### src/rtl/instruction_fetch.sv
// instruction_fetch: fetch FSM driving the register-file PC load port and a valid/ready decode handoff.
// Define FETCH_ALIGN_CHECK_EN to fault on redirects whose target is not word-aligned.
module instruction_fetch #(
    parameter int                   WORD_SIZE    = 32,
    parameter logic [WORD_SIZE-1:0] reset_vector = '0,
    parameter logic [WORD_SIZE-1:0] pc_step      = WORD_SIZE'(4)
) (
    input  logic                 i_clk,
    input  logic                 i_rst,
    input  logic [WORD_SIZE-1:0] i_pc,
    output logic                 o_load_pc,
    output logic [WORD_SIZE-1:0] o_load_pc_data,
    output logic                 o_mem_req,
    output logic [WORD_SIZE-1:0] o_mem_addr,
    input  logic                 i_mem_ack,
    input  logic [WORD_SIZE-1:0] i_mem_rdata,
    input  logic                 i_mem_err,
    output logic                 o_instr_valid,
    output logic [WORD_SIZE-1:0] o_instr,
    output logic [WORD_SIZE-1:0] o_instr_pc,
    input  logic                 i_instr_ready,
    input  logic                 i_redirect,
    input  logic [WORD_SIZE-1:0] i_redirect_target,
    output logic                 o_fetch_fault,
    output logic                 o_fetch_misaligned
);
    typedef enum logic [2:0] {BOOT, PCWAIT, FETCH, HOLD, FAULT} state_t;
    state_t                r_state, w_state_nx;
    logic                  r_load_pc, w_load_pc_nx;
    logic [WORD_SIZE-1:0]  r_load_pc_data, w_load_pc_data_nx;
    logic                  r_instr_valid, w_instr_valid_nx;
    logic [WORD_SIZE-1:0]  r_instr, w_instr_nx;
    logic [WORD_SIZE-1:0]  r_instr_pc, w_instr_pc_nx;
    logic                  r_fault, w_fault_nx;
    logic                  r_misaligned, w_misaligned_nx;
    logic                  w_bad_target;
    logic                  w_ack;
`ifdef FETCH_ALIGN_CHECK_EN
    assign w_bad_target = |i_redirect_target[1:0];
`else
    assign w_bad_target = 1'b0;
`endif
    // An ack only counts while a request is actually outstanding
    assign w_ack = (r_state == FETCH) && i_mem_ack;
    always_ff @(posedge i_clk or posedge i_rst) begin
        if (i_rst) begin
            r_state        <= BOOT;
            r_load_pc      <= 1'b0;
            r_load_pc_data <= '0;
            r_instr_valid  <= 1'b0;
            r_instr        <= '0;
            r_instr_pc     <= '0;
            r_fault        <= 1'b0;
            r_misaligned   <= 1'b0;
        end else begin
            r_state        <= w_state_nx;
            r_load_pc      <= w_load_pc_nx;
            r_load_pc_data <= w_load_pc_data_nx;
            r_instr_valid  <= w_instr_valid_nx;
            r_instr        <= w_instr_nx;
            r_instr_pc     <= w_instr_pc_nx;
            r_fault        <= w_fault_nx;
            r_misaligned   <= w_misaligned_nx;
        end
    end
    always_comb begin
        w_state_nx = r_state;
        if (r_state == BOOT)
            w_state_nx = PCWAIT;
        else if (i_redirect)
            w_state_nx = w_bad_target ? FAULT : PCWAIT;
        else if (r_state == PCWAIT)
            w_state_nx = FETCH;
        else if (w_ack)
            w_state_nx = i_mem_err ? FAULT : HOLD;
        else if (r_state == HOLD && i_instr_ready)
            w_state_nx = FETCH;
    end
    always_comb begin
        w_load_pc_nx      = 1'b0;
        w_load_pc_data_nx = r_load_pc_data;
        w_instr_valid_nx  = r_instr_valid;
        w_instr_nx        = r_instr;
        w_instr_pc_nx     = r_instr_pc;
        w_fault_nx        = r_fault;
        w_misaligned_nx   = r_misaligned;
        if (r_state == BOOT) begin
            w_load_pc_nx      = 1'b1;
            w_load_pc_data_nx = reset_vector;
        end else if (i_redirect) begin
            w_instr_valid_nx  = 1'b0;
            w_fault_nx        = 1'b0;
            w_misaligned_nx   = w_bad_target;
            w_load_pc_nx      = !w_bad_target;
            w_load_pc_data_nx = w_bad_target ? r_load_pc_data : i_redirect_target;
        end else if (w_ack && i_mem_err) begin
            w_fault_nx = 1'b1;
        end else if (w_ack) begin
            w_instr_valid_nx  = 1'b1;
            w_instr_nx        = i_mem_rdata;
            w_instr_pc_nx     = i_pc;
            w_load_pc_nx      = 1'b1;
            w_load_pc_data_nx = i_pc + pc_step;
        end else if (r_state == HOLD && i_instr_ready) begin
            w_instr_valid_nx = 1'b0;
        end
    end
    assign o_mem_req          = (r_state == FETCH);
    assign o_mem_addr         = i_pc;
    assign o_load_pc          = r_load_pc;
    assign o_load_pc_data     = r_load_pc_data;
    assign o_instr_valid      = r_instr_valid;
    assign o_instr            = r_instr;
    assign o_instr_pc         = r_instr_pc;
    assign o_fetch_fault      = r_fault;
    assign o_fetch_misaligned = r_misaligned;
endmodule
### config.mk
export PLATFORM = sky130hd
export DESIGN_NAME = instruction_fetch
export DESIGN_NICKNAME = d
export VERILOG_FILES = /design/src/rtl/instruction_fetch.sv
export SDC_FILE = /design/constraint.sdc
export NUM_CORES = 1
export LEC_CHECK = 0
export BUFFER_PORTS_ARGS = -buffer_cell sky130_fd_sc_hd__buf_2
export CAP_MARGIN = 20
export CORE_UTILIZATION = 40
export DETAILED_ROUTE_END_ITERATION = 6
export PLACE_DENSITY_LB_ADDON = 0.08
export SLEW_MARGIN = 20
export SYNTH_ARGS = -nofsm -noshare
export SYNTH_HDL_FRONTEND = slang
export SYNTH_SLANG_ARGS = --single-unit
### constraint.sdc
create_clock -name i_clk -period 4.8 [get_ports i_clk]
set_input_delay 1.2 -clock i_clk [delete_from_list [all_inputs] [get_ports i_clk]]
set_output_delay 1.2 -clock i_clk [all_outputs]
set_load 0.01 [all_outputs]
-- Word level (Yosys, flattened, before mapping)
Index checks and enable logic that the tools add are counted.
- logic and storage cells: 48
- output and inout port bits: 133
- bits in registers: 102
- bits of input ports: 102
- add/sub/neg operators: 1
- equal/unequal tests: 5
- reductions and logical operators: 12
- bitwise gates (word level): 3
- mux-type cells: 20
- operators with widths (kind ; count):
    32-bit 2-to-1 mux ; 4
    32-bit by 3-bit adder with 32-bit output, second input constant ; 1
    3-bit 2-to-1 mux ; 6
    1-bit 2-to-1 mux ; 10
    3-bit by 2-bit == test with 1-bit output, second input constant ; 2
    3-bit nonzero test ; 2
    5-bit nonzero test ; 1
    2-bit AND reduction ; 2
    4-bit AND reduction ; 1
    3-bit by 1-bit == test with 1-bit output, second input constant ; 1
    1-bit logical AND ; 3
    3-bit logical NOT ; 1
    3-bit inequality test, second input constant ; 1
    1-bit NOT ; 3
    3-bit AND reduction ; 1
    2-bit inequality test, second input constant ; 1
    2-bit nonzero test ; 1

-- Depth between registers and ports, before layout
Gate-level depths: netlist of the first run.
- depth in word-level cells: 7
- gate-level depth with buffers: 8
- depth with buffers taken out: 6

-- Least setup slack after synthesis of the first run
Ideal clock, no wire load.
- path type: input to register
- from: input i_pc[2]
- to: register r_load_pc_data[26] (netlist: o_load_pc_data[26])
- library setup time: 127 ps
- required time: 4673 ps
- buffers on the path: 1
- arrival: 2634 ps
- slack: 2040 ps
- stages on the path: 7
- path through: ha_1 > nand4_1 > or4_4 > buf_6 > nor4b_4 > xnor2_1 > o21ai_1
- word-level cells in the longest chain between the ends: 5
- RTL lines (element ; RTL line ; source):
    from (decl) ; 10 ; input logic [WORD_SIZE-1:0] i_pc,
    32-bit by 3-bit adder with 32-bit output ; 103 ; w_load_pc_data_nx = i_pc + pc_step;
    32-bit 2-to-1 mux ; 98 ; end else if (w_ack) begin
    32-bit 2-to-1 mux ; 96 ; end else if (w_ack && i_mem_err) begin
    32-bit 2-to-1 mux ; 90 ; end else if (i_redirect) begin
    32-bit 2-to-1 mux ; 87 ; if (r_state == BOOT) begin
    to (signal assigned) ; 58 ; r_load_pc_data <= w_load_pc_data_nx;
    to (decl) ; 30 ; logic [WORD_SIZE-1:0] r_load_pc_data, w_load_pc_data_nx;
No other way between the ends. The select of a mux whose other input is x is not followed.
A chain may end at the register's enable or synchronous reset.

-- Worst setup path in the final report of the first run
- from: input i_redirect
- to: register r_load_pc_data[23] (netlist: o_load_pc_data[23])
- word-level cells in the longest chain between the ends: 2
- elaborated cells on any way between the ends: 5
- classes of those cells: eq/ne (1); mux (2); reduce/logical (2)
- RTL lines (element ; RTL line ; source):
    from (decl) ; 22 ; input logic i_redirect,
    3-bit inequality test (no line), or another cell as far along ; n/a ;
    2-bit AND reduction (no line) or 32-bit 2-to-1 mux (tied branches) ; n/a ;
Parallel ways exist; a longest one is shown, timed or not.

==> results of run 1 <==
==> through the flow <==
step | instance area (sq um) | worst slack [ps]
final | 6340 | 1850
after global routing | 6340 | 1640
after detailed placement | 6010 | 1480
after floorplan | 4950 | 925
after global placement | 6010 | 1560
after CTS | 6330 | 1850
==> power groups by stage <==
stage	clock, mW	sequential, mW	combinational [mW]
detailed placement	0	1.28	0.857
CTS	0.815	1.27	0.855
floorplan	0	1.40	0.315
global route	0.852	1.30	0.937
finish	0.795	1.27	0.844
global placement	0	1.27	0.841
==> state kept, by name, indices dropped and copies added (netlist names) <==
register,cells
o_instr,32
o_load_pc,1
o_load_pc_data,32
r_state,3
o_instr_pc,32
o_instr_valid,1
o_fetch_fault,1
==> per-layer routing <==
| metal | vias up | wire length, microns |
|---|---|---|
| met3 | 17 | 923 |
| met2 | 153 | 6370 |
| met1 | 2097 | 6630 |
| met5 | - | 0 |
| li1 | 2201 | - |
| met4 | 0 | 240 |
==> kinds of logic after synthesis <==
group,count (synthesis)
flops,102
compound gates,81
xor+xnor,26
buf+inv,70
fa+ha+maj,1
mux,6
other cells,1
simple gates,279
==> final cells by class <==
cell class	instances	area [sq um]	area share, %
repair buffers	239	1210	19.1
well taps	168	210	3.32
clock buffers	11	253	3.99
inverters	6	25.0	0.395
flip-flops and latches	102	2550	40.3
clock inverters	4	70.1	1.11
multi-input cells	394	2010	31.8
==> cell usage after synthesis, types with 4 or more instances <==
master    count
inv_1         6
dfrtp_1     102
nand3_1       9
nor4_1        7
a21oi_1       9
buf_4        33
nor3_1        9
o21ai_1       8
a22o_1        5
clkbuf_1     26
nand4_1       9
o21ai_0      34
a22oi_1      11
nor2_1       19
xnor2_1      19
and4_1        4
a32oi_1       4
xor2_1        7
nand2_1     210
mux2_2        5
==> worst max-delay path: cells and delay by family <==
kind,cells,cell delay (ps)
compound gates,1,160
buf+inv,3,1360
simple gates,1,410
==> final timing paths <==
| path | endpoint | cells past startpoint | slack (ps) |
|---|---|---|---|
| min | o_instr_pc[31]$_DFFE_PP0P_ | 2 | 470 |
| max in group asynchronous | o_load_pc_data[8]$_DFFE_PP0P_ | 3 | 2810 |
| min reg2reg | o_instr_pc[31]$_DFFE_PP0P_ | 2 | 470 |
| min in group asynchronous | o_instr[0]$_DFFE_PP0P_ | 2 | 1050 |
| max | o_load_pc_data[23]$_DFFE_PP0P_ | 5 | 1850 |
| max reg2reg | o_instr_pc[24]$_DFFE_PP0P_ | 6 | 2500 |
==> impl_results.md, run 1 <==
- Most common cell after layout, fill and taps aside: buf_2
- Vias: 4,468
- Port Buf Inserts: 233
- Worst Path Required: 5010 ps
- Setup TNS: 0 ps
- CP max stage cell: inv_1
- Sequential share of the synthesized area: 51.5%
- Ys async rst share: 100%
- Hold Slack: between 400 and 500 ps
- Cells along the critical path: buf_2 > inv_1 > nand2_2 > buf_4 > o21ai_0
- Mapped Nets: 669
- Design Power: 2.91 mW
- DRT iter0 DRCs: 261
- Part of the power in the clock network: between 20% and 30%
- Full die area: between 10,000 and 15,000 sq um
- CP max stage delay: about 470 ps
- Routed length per placed instance: 15.3 microns
- Drt pass-1 iters: 4
- Met1 Use GR: 31.3%
- Slew Viols, Final: 0
- Internal power: 1.96 mW
- Min cycle time layout: 2950 ps
- Slew @ Worst Pin: 924 ps
- Cell Rows: 40
- Highest-count cells in the layout ignoring fill and taps: buf_2 (233), nand2_1 (209), dfrtp_1 (102)
- Post-CTS Resized: 0
- Period utilisation layout: 61.4%
- DRC viols: 0
- Final Hold Vio Count: 0
- Largest net degree at the start of global routing: 75
- Die W: between 100 and 150 microns
- Yosys warnings: 0
- Total gr overflow: 0
- CP Data Arrival Time: between 3000 and 4000 ps
- Routed Wire Length: 14,200 microns
- Combinational family with the most area after synthesis: simple AND/OR/NAND/NOR gates
- Mux share of post-synthesis cell area: 1.34%
- Placed insts: 908
- Clock Latency Late Sink: 340 ps
- Sw Share: 32.7%
- Leakage power: 3.39 nW
- Max_cap viols: 0
- Synthesized area per cell: 8.75 sq um
- Hold Path Class: flip-flop to flip-flop
- Comb power frac: 29.0%
- Core Region: 12,100 sq um
- Non-Filler Instances: 924
- Slew HR: between 30% and 40%
- Clk_skew: 4.26 ps
- Antenna violations before repair: 0
- Crit end category: flip-flop
- Synth cell types: 42
- CTS tree: yes
- Grt met2 use: 33.9%
- H-tree depth: 3
- Power per cell area: 459 nW/um^2
- Post-DRT Antenna Nets: 0
- Simple-Gate Fraction of Synth Area: approximately 24%
- RSZ-0062 raised after global routing: false
- Setup-failing EPs final: 0
- WS Path Type: input pin to flip-flop
- Post-Synth XOR/XNOR Area: roughly 4.6%
- Peak VDD IR: 0.000227 V
- Reg-to-Reg Start: r_state[1]$_DFFE_PP0P_
- Die H: 113 microns
- Final nets: 855
- Syn Std Cell Area: around 5000 sq um
- Reg clk slew, reported paths: 70 ps
- Root Buffer: clkbuf_16
- Busiest layer in global routing: met2
- Sequential Power Share: 43.6%
- Hold path start: o_instr_pc[31]$_DFFE_PP0P_
- First-pass GRT wire length: 22,000 microns
- Top achievable clock speed: roughly 340 MHz
- CP Launch Point: i_redirect
- Compound-gate portion of the synthesized area: about a tenth
- Final HPWL DP: a little over 10,000 microns
- Yosys reg bits: 102
- Share of layout cells above drive strength 1: a little over a third
- Sw power: roughly 0.95 mW
- Synth Flop Type: dfrtp_1
- Buffer depth of the longest clock path: 2
- Post-Syn Instances: 566
- CTS Buf Count: 9
- Synth area leader: dfrtp_1
- Synth top area cells: dfrtp_1 (52%), nand2_1 (16%), buf_4 (5.0%)
- GR Util All Layers: 22.3%
- Vias in the first global route: approximately 4,200
- CTS sink cnt: 102
- Startpoint types: input pin
- Diode count: 0
- M3 GR Usage: 4.77%
- Synth Area in Adders: 0.253%
- Layout Utilization: 52.5%
- Fillers: 1,158
- GP Congestion: 0.816
- Outcome: complete, no violations
- Area share of the leading cell type in the synthesized netlist: 51.5%
- P&R area growth vs syn: 27.9%
- Hold buffers post-CTS: 0
- CP Max Fanout: 38
- Starting density of the core: 41.1%
- Post-CTS setup buffers: 0
- EDFF count, synth: 0
- IO Pins: 235
- Via-to-Cell Ratio: 4.84
No activity file was read; power rests on OpenSTA's default activity.
==> run 2, diff against run 1 <==
- clock period: 4.8 -> 2.5 ns (I/O delays scaled with it)
==> impl_results.md, run 2 (synthesis results as in run 1) <==
- CP max stage cell: or4_4
- Internal power: 3.67 mW
- Final HPWL DP: 10,700 microns
- Area occupied by multi-input gates: 2010 sq um
- Drt pass-1 iters: 4
- Clock Latency Late Sink: around 340 ps
- Highest-count cells in the layout ignoring fill and taps: buf_2 (233), nand2_1 (209), dfrtp_1 (102)
- GP Congestion: 0.831
- Routed length per placed instance: 15.4 microns
- Slew Viols, Final: 0
- Placed insts: around 900
- Reg clk slew, reported paths: around 70 ps
- Core Region: ~12,000 sq um
- Critical path's top delay family: simple AND/OR/NAND/NOR gates
- Worst Path Required: 2720 ps
- Period utilisation layout: 80.9%
- Slew HR: 62.5%
- Routed Wire Length: between 10,000 and 15,000 microns
- Vias in the first global route: 4,362
- Final Hold Vio Count: 0
- H-tree depth: 3
- Register area: about 2600 sq um
- P&R area growth vs syn: 30.4%
- Peak VDD IR: between 0.0004 and 0.0005 V
- Vias: 4,547
- IO Pins: approximately 240
- First-pass GRT wire length: 22,700 microns
- Layout Utilization: 53.5%
- Non-Filler Instances: 938
- Starting density of the core: around two fifths
- Share of layout cells above drive strength 1: a little under two fifths
- Via-to-Cell Ratio: just under 5
- CTS sink cnt: 102
- Setup TNS: 0 ps
- CP Max Fanout: 8
- Hold buffers post-CTS: 0
- Max_cap viols: 0
- Crit end category: flip-flop
- Cells along the critical path: buf_2 > ha_1 > nand4_1 > or4_4 > nor4b_4 > xnor2_1 > o21ai_1
- Full die area: between 10,000 and 15,000 sq um
- Final nets: 868
- Min cycle time layout: 2020 ps
- Outcome: complete, no violations
- Startpoint types: input pin
- Diode count: 0
- Cell Rows: 40
- Post-CTS Resized: 0
- Post-DRT Antenna Nets: 0
- Die H: ~110 microns
- CTS tree: yes
- Hold Path Class: input pin to async pin
- Most common cell after layout, fill and taps aside: buf_2
- DRT iter0 DRCs: 253
- Antenna violations before repair: 0
- Part of the power in the clock network: 26.1%
- WS Path Type: input pin to flip-flop
- CP Data Arrival Time: 2250 ps
- Largest net degree at the start of global routing: 58
- Buffer depth of the longest clock path: 2
- CTS Buf Count: 9
- Sequential Power Share: 43.8%
- Fillers: 1,169
- Root Buffer: clkbuf_16
- GR Util All Layers: 22.8%
- Leakage power: ~3.5 nW
- Port Buf Inserts: 233
- Total gr overflow: 0
- Setup-failing EPs final: 0
- Sw Share: 33.7%
- Comb power frac: about 30%
- Sw power: 1.87 mW
- DRC viols: 0
- CP bufs+invs: 1
- Clk_skew: 4.57 ps
- RSZ-0062 raised after global routing: false
- Top achievable clock speed: 495 MHz
- Slew @ Worst Pin: 561 ps
- Die W: around 110 microns
- Power per cell area: 858 nW/um^2
- Post-CTS setup buffers: 0
- CP max stage delay: 620 ps
[run 2: changes by cell type in the layout (fill, tap and decap cells not counted), sizes merged]
cell and delta:
buf +13, clkinv +2, bufinv -1, clkbuf -1
clkinvlp +1
[run 2: power groups by stage]
stage	Combinational, mW	Clock (mW)	Sequential, mW
final	1.67	1.45	2.43
after global placement	1.66	0	2.43
after CTS	1.69	1.49	2.43
after detailed placement	1.69	0	2.44
after floorplan	0.605	0	2.69
after global routing	1.85	1.56	2.50
[run 2: worst paths after layout]
kind | cells after the start | startpoint | endpoint | slack [ps]
max | 7 | i_pc[2] | o_load_pc_data[26]$_DFFE_PP0P_ | 480
min | 2 | i_rst | o_instr[17]$_DFFE_PP0P_ | 340
max reg2reg | 5 | r_state[0]$_DFFE_PP0P_ | o_load_pc_data[12]$_DFFE_PP0P_ | 600
min reg2reg | 2 | o_instr[31]$_DFFE_PP0P_ | o_instr[31]$_DFFE_PP0P_ | 470
max in group asynchronous | 3 | i_rst | o_instr_pc[19]$_DFFE_PP0P_ | 1500
min in group i_clk | 3 | i_mem_rdata[2] | o_instr[2]$_DFFE_PP0P_ | 470
[run 2: layout make-up]
type / count / area share, %
well taps: 168 / 3.25
repair buffers: 252 / 20.8
inverters: 6 / 0.407
clock inverters: 6 / 1.08
multi-input cells: 394 / 31.2
clock buffers: 10 / 3.70
flip-flops and latches: 102 / 39.5
[run 2: through the flow]
| step | power (mW) | area [sq um] | hold slack (ps) | setup slack [ps] |
|---|---|---|---|---|
| after floorplan | 3.29 | 4960 | 514 | 315 |
| after global placement | 4.09 | 6150 | 453 | 135 |
| after detailed placement | 4.13 | 6150 | 458 | 101 |
| after CTS | 5.61 | 6460 | 338 | 463 |
| after global routing | 5.90 | 6460 | 372 | 381 |
| final | 5.54 | 6460 | 335 | 478 |
[run 2: routing by layer]
metal	up-vias	global-route usage, %	part of all wire (%)
met4	0	7.11	1.4
met2	150	36.3	46
met5	-	0	0
met1	2149	32.0	47
met3	15	3.59	5.2
li1	2233	-	-
==> run 3, diff against run 2 <==
- ABC_AREA: not set -> 1
- clock period: 2.5 -> 1.9 ns (I/O delays scaled with it)
==> impl_results.md, run 3 <==
- Period utilisation layout: 86.3%
- Cell Rows: 41
- Most common cell after layout, fill and taps aside: nand2_1
- Synth cell types: 31
- Starting density of the core: between 40 and 50%
- CTS tree: yes
- Buffer depth of the longest clock path: 2
- Core Region: 12,700 sq um
- CP Max Fanout: 18
- Post-Syn Instances: 721
- Crit end category: flip-flop
- RR Endpoint: o_load_pc_data[24]$_DFFE_PP0P_
- Min cycle time layout: ~1600 ps
- Total gr overflow: 0
- H-tree depth: 3
- Syn Std Cell Area: 5270 sq um
- Routed length per placed instance: 14.3 microns
- Reg clk slew, reported paths: 70 ps
- Via-to-Cell Ratio: 4.64
- Top-count cell post-synth: nand2_1
- CP Data Arrival Time: 1920 ps
- Synthesized area per cell: 7.31 sq um
- Yosys reg bits: 102
- Antenna violations before repair: 1
- Vias: 5,103
- Hold Slack: around 210 ps
- Post-DRT Antenna Nets: 0
- Drt pass-1 iters: 4
- Final nets: 1,025
- Setup-failing EPs final: 0
- Final HPWL DP: 12,300 microns
- Routed Wire Length: between 15,000 and 20,000 microns
- Startpoint types: flip-flop
- DRT iter0 DRCs: between 200 and 300
- Root Buffer: clkbuf_16
- Share of layout cells above drive strength 1: 29.8%
- Die H: around 120 microns
- CTS Buf Count: 9
- Mapped Nets: 824
- Post-CTS Resized: 0
- Fillers: 1,351
- Worst Path Required: between 2000 and 2500 ps
- Full die area: 13,600 sq um
- Port Buf Inserts: 233
- CP bufs+invs: 2
- CP Launch Point: r_state[1]$_DFFE_PP0P_
- Cells along the critical path: nor2_1 > inv_1 > nor2_1 > nor2_1 > nand2_2 > nand2_2 > buf_12 > nor2_1 > nand2_1 > nand2_1
- Reg-to-Reg Start: r_state[1]$_DFFE_PP0P_
- Critical path's top delay family: simple AND/OR/NAND/NOR gates
- IO Pins: 235
- Die W: 117 microns
- Synth top area cells: dfrtp_1 (48%), nand2_1 (22%), nor2_1 (6.3%)
- Synth area leader: dfrtp_1
- Crit path top cell by count: nor2_1
- Area share of the leading cell type in the synthesized netlist: between 40 and 50%
- Hold buffers post-CTS: 0
- Ys async rst share: 100%
- Hold Path Class: input pin to async pin
- Vias in the first global route: 4,731
- Sequential share of the synthesized area: 48.4%
- Leakage power: about 3.8 nW
- Highest-count cells in the layout ignoring fill and taps: nand2_1 (312), buf_2 (233), dfrtp_1 (102)
- Post-CTS setup buffers: 0
- Clk_skew: ~6.9 ps
- First-pass GRT wire length: 24,200 microns
- Slew HR: 64.5%
- Post-synth top cells: nand2_1 (312), dfrtp_1 (102), nor2_1 (88)
- CTS sink cnt: 102
- Outcome: complete, no violations
- Worst Reg2Reg Path Length in Cells: 10
- Slack of the worst reg-to-reg path: between 200 and 300 ps
- GR Util All Layers: 23.6%
- RSZ-0062 raised after global routing: false
- Slew Viols, Final: 0
- Top achievable clock speed: 610 MHz
- Power per cell area: 1180 nW/um^2
- DRC viols: 0
- Largest net degree at the start of global routing: 64
- CP max stage cell: dfrtp_1
- WS Path Type: flip-flop to flip-flop
- Max_cap viols: 0
- Clock Latency Late Sink: 350 ps
- Yosys warnings: 0
- Setup TNS: 0 ps
- CP max stage delay: 400 ps
- Peak VDD IR: ~0.00044 V
- Synth Flop Type: dfrtp_1
- EDFF count, synth: 0
- Final Hold Vio Count: 0
- GP Congestion: around 0.89
- Slew @ Worst Pin: 532 ps
- P&R area growth vs syn: 27.3%
[run 3: cell count changes after synthesis, sizes merged, moves of 10 or more]
cell    change
xnor2      -18
clkbuf     -20
buf        +15
nand3      +29
nor2       +75
nand2     +105
a22oi      -10
inv        +36
[run 3: stage by stage]
step           total power, mW  instances  area (sq um)  util [%]  setup slack (ps)
6_report                  7.89       1100          6710      52.7               261
5_1_grt                   8.49       1100          6710      52.7               108
4_1_cts                   7.99       1099          6700      52.7               240
3_5_place_dp              6.20       1083          6420      50.5              83.6
3_3_place_gp              6.14       1083          6420      50.5              90.0
2_1_floorplan             4.89        721          5270         -               207
[run 3: cells by family (layout without fill, tap and decap cells)]
family | count (synthesis) | count (layout) | synth area share, %
and+or+nand+nor | 451 | 451 | 33.9
DFF | 102 | 102 | 48.4
buffers and inverters | 102 | 308 | 10.5
AOI/OAI and AO/OA | 59 | 59 | 5.89
muxes | 3 | 3 | 0.570
xor gates and xnor gates | 2 | 2 | 0.333
adders and majority gates | 1 | 1 | 0.237
other | 1 | 2 | 0.0712
[run 3: metal layers]
layer / track usage, % / share of wire [%] / up-vias
met4: 7.17 / 1.2 / 0
met2: 36.4 / 45 / 164
met5: 0 / 0 / -
met1: 33.8 / 48 / 2335
met3: 4.33 / 6.5 / 12
li1: - / - / 2592
[run 3: area by class of cell]
| class | instances | area (sq um) | area share [%] |
|---|---|---|---|
| Clock inverter | 5 | 41.3 | 0.616 |
| Sequential cell | 102 | 2550 | 38.1 |
| Antenna cell | 1 | 2.50 | 0.0373 |
| Timing Repair Buffer | 249 | 1320 | 19.7 |
| Clock buffer | 11 | 243 | 3.62 |
| Multi-Input combinational cell | 517 | 2160 | 32.2 |
| Tap cell | 172 | 215 | 3.21 |
| Inverter | 43 | 165 | 2.46 |
[run 3: worst max path at each step]
stage / to / slack [ps] / cells past startpoint
3_5_place_dp: o_load_pc_data[30]$_DFFE_PP0P_ / 80 / 11
4_1_cts: o_load_pc_data[24]$_DFFE_PP0P_ / 240 / 10
5_1_grt: o_instr_pc[18]$_DFFE_PP0P_ / 110 / 9
6_report: o_load_pc_data[24]$_DFFE_PP0P_ / 260 / 10
2_1_floorplan: o_fetch_fault$_DFFE_PP0P_ / 210 / 1
3_3_place_gp: o_load_pc_data[25]$_DFFE_PP0P_ / 90 / 10
[run 3: power by group]
| part | total [mW] | switching [mW] | internal (mW) |
|---|---|---|---|
| clock | 1.76 | 0.827 | 0.937 |
| sequential | 3.42 | 0.442 | 2.98 |
| combinational | 2.70 | 1.60 | 1.10 |
[run 3: worst min-delay path, cell delays in order]
cell        delay (ps)
buf_2              110
clkinvlp_4          80
buf_12             280
